`src/rtl/reg_select_decoder_5_to_32_if.sv`:
```
// reg_select_decoder_5_to_32_if: request handshake, sweep control and register enables between control unit and decoder
interface reg_select_decoder_5_to_32_if;
  logic sel_valid, sel_ready, sel_dir, sweep_start, sweep_busy, sweep_done, err_range;
  logic [4:0] sel_index;
  logic [31:0] r_in, r_out;
  modport master(
    output sel_valid, sel_index, sel_dir, sweep_start,
    input sel_ready, sweep_busy, sweep_done, err_range, r_in, r_out
  );
  modport slave(
    input sel_valid, sel_index, sel_dir, sweep_start,
    output sel_ready, sweep_busy, sweep_done, err_range, r_in, r_out
  );
endinterface

```
`src/rtl/reg_select_decoder_5_to_32.sv`:
```
// reg_select_decoder_5_to_32: register index to registered one-hot Rin/Rout enables, with Rin sweep sequencer
module reg_select_decoder_5_to_32 #(
  parameter int NUM_REGS = 32,
  parameter int PULSE_CYCLES = 1
) (
  input logic clock,
  input logic clear,
  reg_select_decoder_5_to_32_if.slave bus
);
  typedef enum logic [1:0] {IDLE, DRIVE, SWEEP, DONE} state_t;
  state_t state;
  logic [3:0] hold;
  logic [4:0] cnt;
  logic oor;
  logic [31:0] onehot;
  assign bus.sel_ready = state == IDLE && !bus.sweep_start && !clear;
  assign oor = 32'(bus.sel_index) >= NUM_REGS;
  assign onehot = 32'd1 << bus.sel_index;
  // control FSM; every output except sel_ready is a register, err/done default to single-cycle pulses
  always_ff @(posedge clock) begin
    if (clear) begin
      state <= IDLE;
      hold <= '0;
      cnt <= '0;
      bus.r_in <= '0;
      bus.r_out <= '0;
      bus.sweep_busy <= 1'b0;
      bus.sweep_done <= 1'b0;
      bus.err_range <= 1'b0;
    end else begin
      bus.err_range <= 1'b0;
      bus.sweep_done <= 1'b0;
      case (state)
        IDLE: begin
          if (bus.sweep_start) begin
            state <= SWEEP;
            cnt <= '0;
            bus.r_in <= 32'd1;
            bus.sweep_busy <= 1'b1;
          end else if (bus.sel_valid) begin
            if (oor) begin
              bus.err_range <= 1'b1;
            end else begin
              state <= DRIVE;
              hold <= 4'd1;
              bus.r_in <= bus.sel_dir ? onehot : '0;
              bus.r_out <= bus.sel_dir ? '0 : onehot;
            end
          end
        end
        DRIVE: begin
          if (hold == 4'(PULSE_CYCLES)) begin
            state <= IDLE;
            hold <= '0;
            bus.r_in <= '0;
            bus.r_out <= '0;
          end else begin
            hold <= hold + 4'd1;
          end
        end
        SWEEP: begin
          if (cnt == 5'(NUM_REGS - 1)) begin
            state <= DONE;
            cnt <= '0;
            bus.r_in <= '0;
            bus.sweep_busy <= 1'b0;
            bus.sweep_done <= 1'b1;
          end else begin
            cnt <= cnt + 5'd1;
            bus.r_in <= bus.r_in << 1;
          end
        end
        DONE: state <= IDLE;
      endcase
    end
  end
endmodule

```
`src/flat_wrapper.sv`:
```
// flat-port wrapper written by rule: the top's interface ports become plain ports
module reg_select_decoder_5_to_32_flat 
#(
  parameter int NUM_REGS = 32,
  parameter int PULSE_CYCLES = 1
)
  (clock, clear, bus_sel_valid, bus_sel_index, bus_sel_dir, bus_sweep_start, bus_sel_ready, bus_sweep_busy, bus_sweep_done, bus_err_range, bus_r_in, bus_r_out);
  reg_select_decoder_5_to_32_if bus_i ();
  input logic clock;
  input logic clear;
  input wire logic [$bits(bus_i.sel_valid)-1:0] bus_sel_valid;
  input wire logic [$bits(bus_i.sel_index)-1:0] bus_sel_index;
  input wire logic [$bits(bus_i.sel_dir)-1:0] bus_sel_dir;
  input wire logic [$bits(bus_i.sweep_start)-1:0] bus_sweep_start;
  output wire logic [$bits(bus_i.sel_ready)-1:0] bus_sel_ready;
  output wire logic [$bits(bus_i.sweep_busy)-1:0] bus_sweep_busy;
  output wire logic [$bits(bus_i.sweep_done)-1:0] bus_sweep_done;
  output wire logic [$bits(bus_i.err_range)-1:0] bus_err_range;
  output wire logic [$bits(bus_i.r_in)-1:0] bus_r_in;
  output wire logic [$bits(bus_i.r_out)-1:0] bus_r_out;
  assign bus_i.sel_valid = bus_sel_valid;
  assign bus_i.sel_index = bus_sel_index;
  assign bus_i.sel_dir = bus_sel_dir;
  assign bus_i.sweep_start = bus_sweep_start;
  assign bus_sel_ready = bus_i.sel_ready;
  assign bus_sweep_busy = bus_i.sweep_busy;
  assign bus_sweep_done = bus_i.sweep_done;
  assign bus_err_range = bus_i.err_range;
  assign bus_r_in = bus_i.r_in;
  assign bus_r_out = bus_i.r_out;
  reg_select_decoder_5_to_32 #(.NUM_REGS(NUM_REGS), .PULSE_CYCLES(PULSE_CYCLES)) u_core (.clock(clock), .clear(clear), .bus(bus_i));
endmodule
```
`config.mk`:
```
export PLATFORM = sky130hd
export DESIGN_NAME = reg_select_decoder_5_to_32_flat
export DESIGN_NICKNAME = d
export VERILOG_FILES = /design/src/rtl/reg_select_decoder_5_to_32_if.sv /design/src/rtl/reg_select_decoder_5_to_32.sv /design/src/flat_wrapper.sv
export SDC_FILE = /design/constraint.sdc
export NUM_CORES = 1
export LEC_CHECK = 0
export BUFFER_PORTS_ARGS = -buffer_cell sky130_fd_sc_hd__buf_2
export CAP_MARGIN = 20
export CORE_ASPECT_RATIO = 0.6
export CORE_UTILIZATION = 40
export DETAILED_ROUTE_END_ITERATION = 8
export GPL_ROUTABILITY_DRIVEN = 1
export SLEW_MARGIN = 5
export SYNTH_ARGS = -nofsm -noshare
export SYNTH_HDL_FRONTEND = slang
export SYNTH_SLANG_ARGS = --single-unit
```
`constraint.sdc`:
```
create_clock -name clock -period 5.69 [get_ports clock]
set_clock_uncertainty 0.15 [all_clocks]
set_input_delay 1.707 -clock clock [delete_from_list [all_inputs] [get_ports clock]]
set_output_delay 1.707 -clock clock [all_outputs]
set_load 0.05 [all_outputs]
```
==> metrics.md, run 1 <==
| Metric | Value |
|---|---|
| HP Class | `reg2reg` |
| Die area | `0.0118 sq mm` |
| Ranking of synthesized cells by area | `dfxtp_1, nor2b_1, a2111o_1` |
| Die X | `140 um` |
| H-tree depth | `3` |
| Synth Instances | `489` |
| Worst-Margin Slew | `1100 ps` |
| Reg2Reg Depth | `7` |
| Register area share after synthesis | `33.8%` |
| Initial Utilization | `42.1%` |
| Max Transition Viols Final | `0` |
| Relative slew margins | `25.8%` |
| Share of cells above drive strength 1 | `27.2%` |
| Post-Syn Nets | `507` |
| Peak Freq | `0.229 GHz` |
| First-pass GRT wire length | `21000 um` |
| Routed wire length | `13000 um` |
| All-Layer GR Usage | `22.3%` |
| Antenna violations before repair | `0` |
| DR WL/cell | `19.3 um` |
| Via density | `5.99` |
| Area leader, netlist | `dfxtp_1` |
| Residual DRC count | `0` |
| Resize count post-CTS | `0` |
| Largest net degree at the start of global routing | `78` |
| Avg Inst Size Synth | `9.32 sq um` |
| Post-Route Setup TNS | `0 ps` |
| Setup CP Type | `in2out` |
| YS warnings | `0` |
| Synth Flop Type | `dfxtp_1` |
| Yosys top cell area share | `33.8%` |
| Ys async rst share | `0%` |
| Post-Syn Area | `0.00456 sq mm` |
| Most used cell, CP | `buf_2` |
| Worst EP arrival | `2510 ps` |
| Hold slack | `324 ps` |
| Hold Path Depth | `2` |
| Fillers | `1035` |
| Peak supply drop | `228 uV` |
| Gr ovfl total | `0` |
| CP cell instances | `buf_2 -> nor3b_4 -> buf_2` |
| Cell with the most instances after synthesis | `dfxtp_1` |
| Detailed Routing Iterations Pass 1 | `5` |
| CP peak stage delay | `330 ps` |
| Leak Pwr | `0.00205 uW` |
| Area growth syn-to-layout | `15.4%` |
| CP Capture Type | `primary output` |
| Distinct cells, synth | `59` |
| Num CTS Buffers | `9` |
| Synth cell count leaders | `dfxtp_1, nor2b_1, inv_1` |
| Port Buf Inserts | `76` |
| Clock Tree Root | `clkbuf_16` |
| DP HPWL | `7870 um` |
| Drt initial violations | `324` |
| Hold buffers post-CTS | `0` |
| Total number of vias | `4031` |
| RSZ-0062 raised after global routing | `false` |
| Area of the core | `0.0108 sq mm` |
| Row cnt | `29` |
| Cell Pwr Density | `501 mW/mm^2` |
| Final hold vios | `0` |
| Met2 Usage GRT | `34.2%` |
| Tmin final | `4360 ps` |
| Post-synth EDFFs | `0` |
| CTS tree | `done` |
| Max-cap viol count | `0` |
| Startpoint Class | `input port` |
| Reg clk slew, reported paths | `70 ps` |
| Clock latency on the worst-skew pair | `340 ps` |
| Ant. Diodes | `0` |
| Post-CTS setup buffer count | `0` |
| I/O pin cnt | `78` |
| Final ANT Viol Nets | `0` |
| Vias in the first global route | `3900` |
| Synth Register Bits | `77` |
| Final nets | `547` |
| CP required | `3830 ps` |
| GP Congestion | `0.752` |
| Final setup violation count | `0` |
| Clock Sinks | `77` |
| GR Util met1 | `30.9%` |
| Period utilization | `76.7%` |
| GR Util met3 | `5.02%` |
| Outcome | `completed` |
| Slowest CP cell | `nor3b_4` |
| Die span in y | `84.7 um` |
| CTS max path bufs | `2` |
| CP max FO | `5` |
| Top Usage Layer GRT | `met2` |
[worst paths after layout]
path,from,slack [ps],endpoint
max,bus_sweep_start,1330,bus_sel_ready
min,u_core.bus.r_out[9],320,u_core.bus.r_out[9]
max reg2reg,u_core.state[0],3130,u_core.bus.r_in[1]
min reg2reg,u_core.bus.r_out[9],320,u_core.bus.r_out[9]
[layout by cell type (no fill, tap or decap), types with 2 or more instances in the layout]
master and count:
a32oi_1 2, a21oi_1 7, and3b_1 2, bufinv_16 2
ha_1 7, nor4b_1 34, a21oi_2 28, nor3_1 3
and3_1 2, nand4b_2 2, buf_2 76, dfxtp_1 77
or3b_2 3, buf_4 6, a2111o_1 32, o32ai_1 33
clkinvlp_4 2, nor3b_1 2, mux2i_1 2, nor2b_1 63
nand2_1 5, nor2_1 7, and4b_1 2, clkbuf_16 9
or3_1 2, nand2b_1 4, nor4bb_1 3, nor4bb_2 2
o211ai_1 3, nand3_1 5, nand3b_1 5, inv_1 38
a22oi_1 31
[critical path, delay by kind of cell]
| kind | cells | cell delay (ps) |
|---|---|---|
| simple gates | 1 | 330 |
| buf+inv | 2 | 470 |
[routing by layer]
metal | share of wire (%) | vias up
met4 | 1.2 | 0
met5 | 0 | -
met1 | 50 | 1976
met3 | 4.9 | 12
met2 | 44 | 106
li1 | - | 1937
[logic make-up (layout without fill, tap and decap cells)]
logic type	Yosys count	count (layout)	synth area share (%)
fa+ha+maj	8	8	2.20
other cells	1	1	0.0823
flops	77	77	33.8
mux	3	3	0.687
compound gates	150	150	29.2
buf+inv	93	138	8.90
simple gates	157	157	25.1
[state kept, by name, indices dropped and copies added, names as in the netlist]
| name | cells |
|---|---|
| u_core.bus.sweep_done | 1 |
| u_core.cnt | 5 |
| u_core.state | 2 |
| u_core.bus.r_out | 32 |
| u_core.bus.r_in | 32 |
| u_core.bus.sweep_busy | 1 |
| u_core.hold | 4 |
[power breakdown]
group	leakage [uW]	switching, uW	internal, uW	total (uW)
sequential	0.000626	136	646	782
clock	0.000152	245	386	631
combinational	0.00127	834	389	1220
total	0.00205	1210	1420	2640
[cell type report]
class                      count  area [sq um]  area share, %
multi-input combinational    319          2630           50.0
sequential                    77          1540           29.3
timing repair buffer          84           445           8.47
clock buffer                   9           225           4.28
tap                          139           174           3.31
inverter                      38           143           2.71
clock inverter                 7          97.6           1.86
[per-stage QoR]
stage,std cells,cell area [sq um],util [%],power (uW),setup slack [ps]
2_1_floorplan,489,4560,-,1750,1210
3_3_place_gp,655,4910,45.5,1980,1350
5_1_grt,673,5260,48.6,2770,1310
3_5_place_dp,656,4930,45.6,2010,1350
6_report,673,5260,48.6,2640,1330
4_1_cts,672,5250,48.6,2640,1340
Power figures use the tool's default switching activity.
==> run 2, diff against run 1 <==
==> constraint.sdc (replaced) <==
create_clock -name clock -period 3.9 [get_ports clock]
set_clock_uncertainty 0.15 [all_clocks]
set_input_delay 1.17 -clock clock [delete_from_list [all_inputs] [get_ports clock]]
set_output_delay 1.17 -clock clock [all_outputs]
set_load 0.05 [all_outputs]
==> metrics.md, run 2 (synthesized netlist as in run 1, its figures left out) <==
| Metric | Value |
|---|---|
| Tmin final | `3280 ps` |
| Resize count post-CTS | `0 (unchanged)` |
| H-tree depth | `3 (unchanged)` |
| Startpoint Class | `input port` |
| Combinational share of power | `48.0% (+1.6 points)` |
| Max Transition Viols Final | `0 (unchanged)` |
| Drt initial violations | `286 (-12%)` |
| Routed wire length | `13000 um (-0.11%)` |
| Antenna violations before repair | `0 (unchanged)` |
| Switching power | `1740 uW (+44%)` |
| I/O pin cnt | `78 (unchanged)` |
| DR WL/cell | `19.2 um (-0.55%)` |
| Residual DRC count | `0 (unchanged)` |
| Gr ovfl total | `0 (unchanged)` |
| Setup CP Type | `in2out` |
| Leak Pwr | `0.00206 uW (+0.52%)` |
| HP Start | `u_core.bus.r_out[1]` |
| CP Capture Type | `primary output` |
| Vias in the first global route | `3813 (-2.2%)` |
| RSZ-0062 raised after global routing | `false` |
| Post-Route Setup TNS | `0 ps (unchanged)` |
| Register area | `0.00154 sq mm (unchanged)` |
| Ant. Diodes | `0 (unchanged)` |
| Internal Power | `2010 uW (+41%)` |
| Hold buffers post-CTS | `0 (unchanged)` |
| Area growth syn-to-layout | `15.3% (about the same)` |
| Die area | `0.0118 sq mm (unchanged)` |
| GP Congestion | `0.790 (+5.1%)` |
| Port Buf Inserts | `76 (unchanged)` |
| Area of the core | `0.0108 sq mm (unchanged)` |
| Commonest non-fill, non-tap cell in the layout | `dfxtp_1` |
| Reg clk slew, reported paths | `60 ps (about the same)` |
| Total number of vias | `4031 (unchanged)` |
| Bufs and invs on worst path | `2 (unchanged)` |
| Final nets | `551 (+0.73%)` |
| Final hold vios | `0 (unchanged)` |
| Worst EP arrival | `1960 ps (-550 ps)` |
| Row cnt | `29 (unchanged)` |
| HP Class | `reg2reg` |
| DP HPWL | `8140 um (+3.4%)` |
| Power share of the clock group | `21.5% (-2.4 points)` |
| Max-cap viol count | `0 (unchanged)` |
| Num CTS Buffers | `9 (unchanged)` |
| Post-CTS setup buffer count | `0 (unchanged)` |
| Reg-to-reg slack, setup | `1460 ps (-1670 ps)` |
| Sw frac | `46.5% (+0.40 points)` |
| Final setup violation count | `0 (unchanged)` |
| Clock latency on the worst-skew pair | `330 ps (about the same)` |
| All-Layer GR Usage | `22.5% (+0.16 points)` |
| Slowest CP cell | `buf_2` |
| Relative slew margins | `31.3% (+5.5 points)` |
| CP required | `2580 ps (-1250 ps)` |
| Worst-Margin Slew | `1020 ps (-81.1 ps)` |
| Most used cell, CP | `buf_2` |
| Clock Sinks | `77 (unchanged)` |
| Clock Tree Root | `clkbuf_16` |
| Outcome | `completed` |
| Peak Freq | `0.305 GHz` |
| Commonest non-fill, non-tap cells in the layout | `dfxtp_1, buf_2, nor2b_1` |
| Peak supply drop | `399 uV (+75%)` |
| Detailed Routing Iterations Pass 1 | `4 (-1)` |
| Final ANT Viol Nets | `0 (unchanged)` |
| Via density | `5.96 (-0.44%)` |
| Crit path from | `bus_sweep_start` |
| Reg2reg start | `u_core.state[0]` |
| Total power | `3750 uW (+42%)` |
| Die span in y | `84.7 um (unchanged)` |
| First-pass GRT wire length | `21000 um (unchanged)` |
| Crit path max-delay family | `buffers and inverters` |
| CP cell instances | `buf_2 -> nor3b_4 -> buf_2` |
| Largest net degree at the start of global routing | `78 (unchanged)` |
| Biggest registers after layout | `u_core.bus.r_in: 32 flops, u_core.bus.r_out: 32 flops, u_core.cnt: 5 flops` |
| CP max FO | `5 (unchanged)` |
| CTS tree | `done` |
| Fillers | `1013 (-2.1%)` |
| Initial Utilization | `42.1% (unchanged)` |
| Share of cells above drive strength 1 | `27.2% (+0.035 points)` |
| Seq pwr share | `30.5% (+0.8 points)` |
| Die X | `140 um (unchanged)` |
| Multi-input logic area | `0.00262 sq mm (-0.48%)` |
| Cell Pwr Density | `714 mW/mm^2 (+42%)` |
| CTS max path bufs | `2 (unchanged)` |
| Period utilization | `84.2%` |
| CP peak stage delay | `330 ps (about the same)` |
## run 2: worst min-delay path: stages, from the launching register on
cell and delay, ps:
dfxtp_1 300, inv_1 40, o32ai_1 70
## run 2: cell type report
| class | count | area share (%) |
|---|---|---|
| flip-flops and latches | 77 | 29.3 |
| multi-input cells | 319 | 49.8 |
| clock buffers | 12 | 5.07 |
| inverters | 38 | 2.71 |
| repair buffers | 88 | 9.34 |
| well taps | 139 | 3.31 |
| clock inverters | 3 | 0.381 |
## run 2: worst paths after layout
path / endpoint / cells after the start
max: bus_sel_ready / 3
min: u_core.bus.r_out[1] / 2
max reg2reg: u_core.bus.r_in[29] / 5
min reg2reg: u_core.bus.r_out[1] / 2
## run 2: power groups by stage
stage               registers (uW)  clock network [uW]  logic (uW)
global route                  1170                 859        1930
global placement              1150                   0        1770
finish                        1140                 807        1800
floorplan                     1590                   0         962
CTS                           1140                 828        1810
detailed placement            1160                   0        1800
## run 2: per-layer routing
| layer | wire (um) | GRT usage (%) |
|---|---|---|
| met1 | 6340 | 32.3 |
| met2 | 5750 | 34.2 |
| met3 | 803 | 4.68 |
| met4 | 64 | 5.69 |
| met5 | 0 | 0 |
## run 2: stage by stage
step | cell area (sq um) | hold slack, ps | instances | setup slack (ps) | utilization, %
finish | 5250 | 324 | 676 | 617 | 48.6
global route | 5250 | 336 | 676 | 602 | 48.6
CTS | 5250 | 324 | 676 | 621 | 48.6
detailed placement | 4970 | 315 | 661 | 630 | 45.9
global placement | 4950 | 317 | 660 | 635 | 45.8
floorplan | 4560 | 307 | 489 | 490 | -
==> run 3, diff against run 2 <==
==> constraint.sdc (replaced) <==
create_clock -name clock -period 2.8 [get_ports clock]
set_clock_uncertainty 0.15 [all_clocks]
set_input_delay 0.84 -clock clock [delete_from_list [all_inputs] [get_ports clock]]
set_output_delay 0.84 -clock clock [all_outputs]
set_load 0.05 [all_outputs]
==> metrics.md, run 3 (synthesized netlist as in run 1, its figures left out) <==
| Metric | Value |
|---|---|
| Outcome | `completed` |
| Relative slew margins | `30.6% (-0.62 points)` |
| Total number of vias | `4112 (+2.0%)` |
| GP Congestion | `0.804 (+1.8%)` |
| Setup CP Type | `reg2out` |
| CP Capture Type | `primary output` |
| CP peak stage delay | `340 ps (about the same)` |
| CP max FO | `4 (-1)` |
| I/O pin cnt | `78 (unchanged)` |
| Die span in y | `84.7 um (unchanged)` |
| Register area | `0.00154 sq mm (unchanged)` |
| Final ANT Viol Nets | `0 (unchanged)` |
| Hold slack | `323 ps (-0.596 ps)` |
| Startpoint Class | `flip-flop` |
| Final setup violation count | `0 (unchanged)` |
| Max-cap viol count | `0 (unchanged)` |
| Reg-to-reg slack, setup | `510 ps (-950 ps)` |
| Total power | `5430 uW (+45%)` |
| Initial Utilization | `42.1% (unchanged)` |
| Commonest non-fill, non-tap cells in the layout | `dfxtp_1, buf_2, nor2b_1` |
| HP Start | `u_core.bus.r_out[10]` |
| Row cnt | `29 (unchanged)` |
| H-tree depth | `3 (unchanged)` |
| Hold buffers post-CTS | `0 (unchanged)` |
| Period utilization | `90.3%` |
| Peak Freq | `0.396 GHz` |
| End of the worst hold path | `u_core.bus.r_out[10]` |
| Worst-Margin Slew | `1040 ps (+23.7 ps)` |
| HP Class | `reg2reg` |
| Biggest registers after layout | `u_core.bus.r_in: 32 flops, u_core.bus.r_out: 32 flops, u_core.cnt: 5 flops` |
| Clock Tree Root | `clkbuf_16` |
| Die area | `0.0118 sq mm (unchanged)` |
| Fillers | `1024 (+1.1%)` |
| Commonest non-fill, non-tap cell in the layout | `dfxtp_1` |
| Tmin final | `2530 ps` |
| RSZ-0062 raised after global routing | `false` |
| R2R Path End | `u_core.bus.r_in[2]` |
| Cell Pwr Density | `1010 mW/mm^2 (+41%)` |
| Antenna violations before repair | `1 (+1)` |
| Crit path max-delay family | `buffers and inverters` |
| Port Buf Inserts | `76 (unchanged)` |
| Hold Path Depth | `2 (unchanged)` |
| Reg clk slew, reported paths | `70 ps (about the same)` |
| Worst EP arrival | `1540 ps (-420 ps)` |
| CTS tree | `done` |
| DP HPWL | `8400 um (+3.2%)` |
| All-Layer GR Usage | `22.6% (+0.13 points)` |
| CP required | `1810 ps (-770 ps)` |
| DR WL/cell | `18.9 um (-1.7%)` |
| Share of cells above drive strength 1 | `28.9% (+1.7 points)` |
| Final nets | `564 (+2.4%)` |
| Largest net degree at the start of global routing | `78 (unchanged)` |
| Vias in the first global route | `3944 (+3.4%)` |
| Gr ovfl total | `0 (unchanged)` |
| Via density | `5.96 (about the same)` |
| Slowest CP cell | `dfxtp_1` |
| Drt initial violations | `314 (+9.8%)` |
| Clock Sinks | `77 (unchanged)` |
| Resize count post-CTS | `0 (unchanged)` |
| Clock latency on the worst-skew pair | `330 ps (about the same)` |
| Reg2reg start | `u_core.hold[0]` |
| Residual DRC count | `0 (unchanged)` |
| Place WS | `316 ps (-313 ps)` |
| Final hold vios | `0 (unchanged)` |
| Peak supply drop | `442 uV (+11%)` |
| Routed wire length | `13000 um (+0.39%)` |
| CP cell instances | `inv_1 -> ha_1 -> nor3b_4 -> buf_2` |
| Reg2Reg Depth | `5 (unchanged)` |
| Num CTS Buffers | `9 (unchanged)` |
| Multi-input logic area | `0.00262 sq mm (about the same)` |
| Bufs and invs on worst path | `2 (unchanged)` |
| Post-CTS setup buffer count | `0 (unchanged)` |
| Detailed Routing Iterations Pass 1 | `4 (unchanged)` |
| Max Transition Viols Final | `0 (unchanged)` |
| Area growth syn-to-layout | `18.1%` |
| Area of the core | `0.0108 sq mm (unchanged)` |
| Setup slack after layout | `272 ps (-345 ps)` |
| Ant. Diodes | `0 (unchanged)` |
| Post-Route Setup TNS | `0 ps (unchanged)` |
| Die X | `140 um (unchanged)` |
| CTS max path bufs | `2 (unchanged)` |
| Leak Pwr | `0.00215 uW (+4.1%)` |
| First-pass GRT wire length | `21200 um (+0.85%)` |
==> run 3: routing by layer <==
metal,GRT usage (%),vias up,wire [um]
li1,-,1979,-
met1,32.3,2010,6460
met2,34.2,117,5700
met3,5.48,4,779
met4,5.19,2,48
met5,0,-,17
==> run 3: worst max-delay path by stage <==
stage	from	endpoint	slack (ps)	cells after the start
2_1_floorplan	bus_sweep_start	bus_sel_ready	50	3
3_3_place_gp	bus_sweep_start	bus_sel_ready	330	3
3_5_place_dp	bus_sweep_start	bus_sel_ready	320	3
4_1_cts	u_core.state[0]	bus_sel_ready	260	4
5_1_grt	u_core.state[0]	bus_sel_ready	190	4
6_report	u_core.state[0]	bus_sel_ready	270	4
==> run 3: tightest hold or removal path, stage by stage, from the launching register on <==
cell	delay [ps]
dfxtp_1	310
inv_1	40
o32ai_1	70
==> run 3: cell type report <==
cell class | instances | area share, %
sequential | 77 | 28.7
clock inverter | 7 | 1.84
inverter | 38 | 2.65
multi-input combinational | 319 | 48.6
tap | 139 | 3.23
timing repair buffer | 101 | 10.8
clock buffer | 9 | 4.19
==> run 3: report_power, final <==
| group | switching, uW | total [uW] | internal, uW |
|---|---|---|---|
| sequential | 274 | 1590 | 1310 |
| combinational | 1710 | 2560 | 853 |
| clock | 495 | 1280 | 786 |
| total | 2470 | 5430 | 2950 |
==> run 3: per-stage QoR <==
step | area (sq um) | utilization (%) | std cells
after detailed placement | 5050 | 46.7 | 674
after floorplan | 4560 | - | 489
final | 5380 | 49.7 | 690
after CTS | 5380 | 49.7 | 690
after global routing | 5380 | 49.7 | 690
after global placement | 5050 | 46.7 | 674
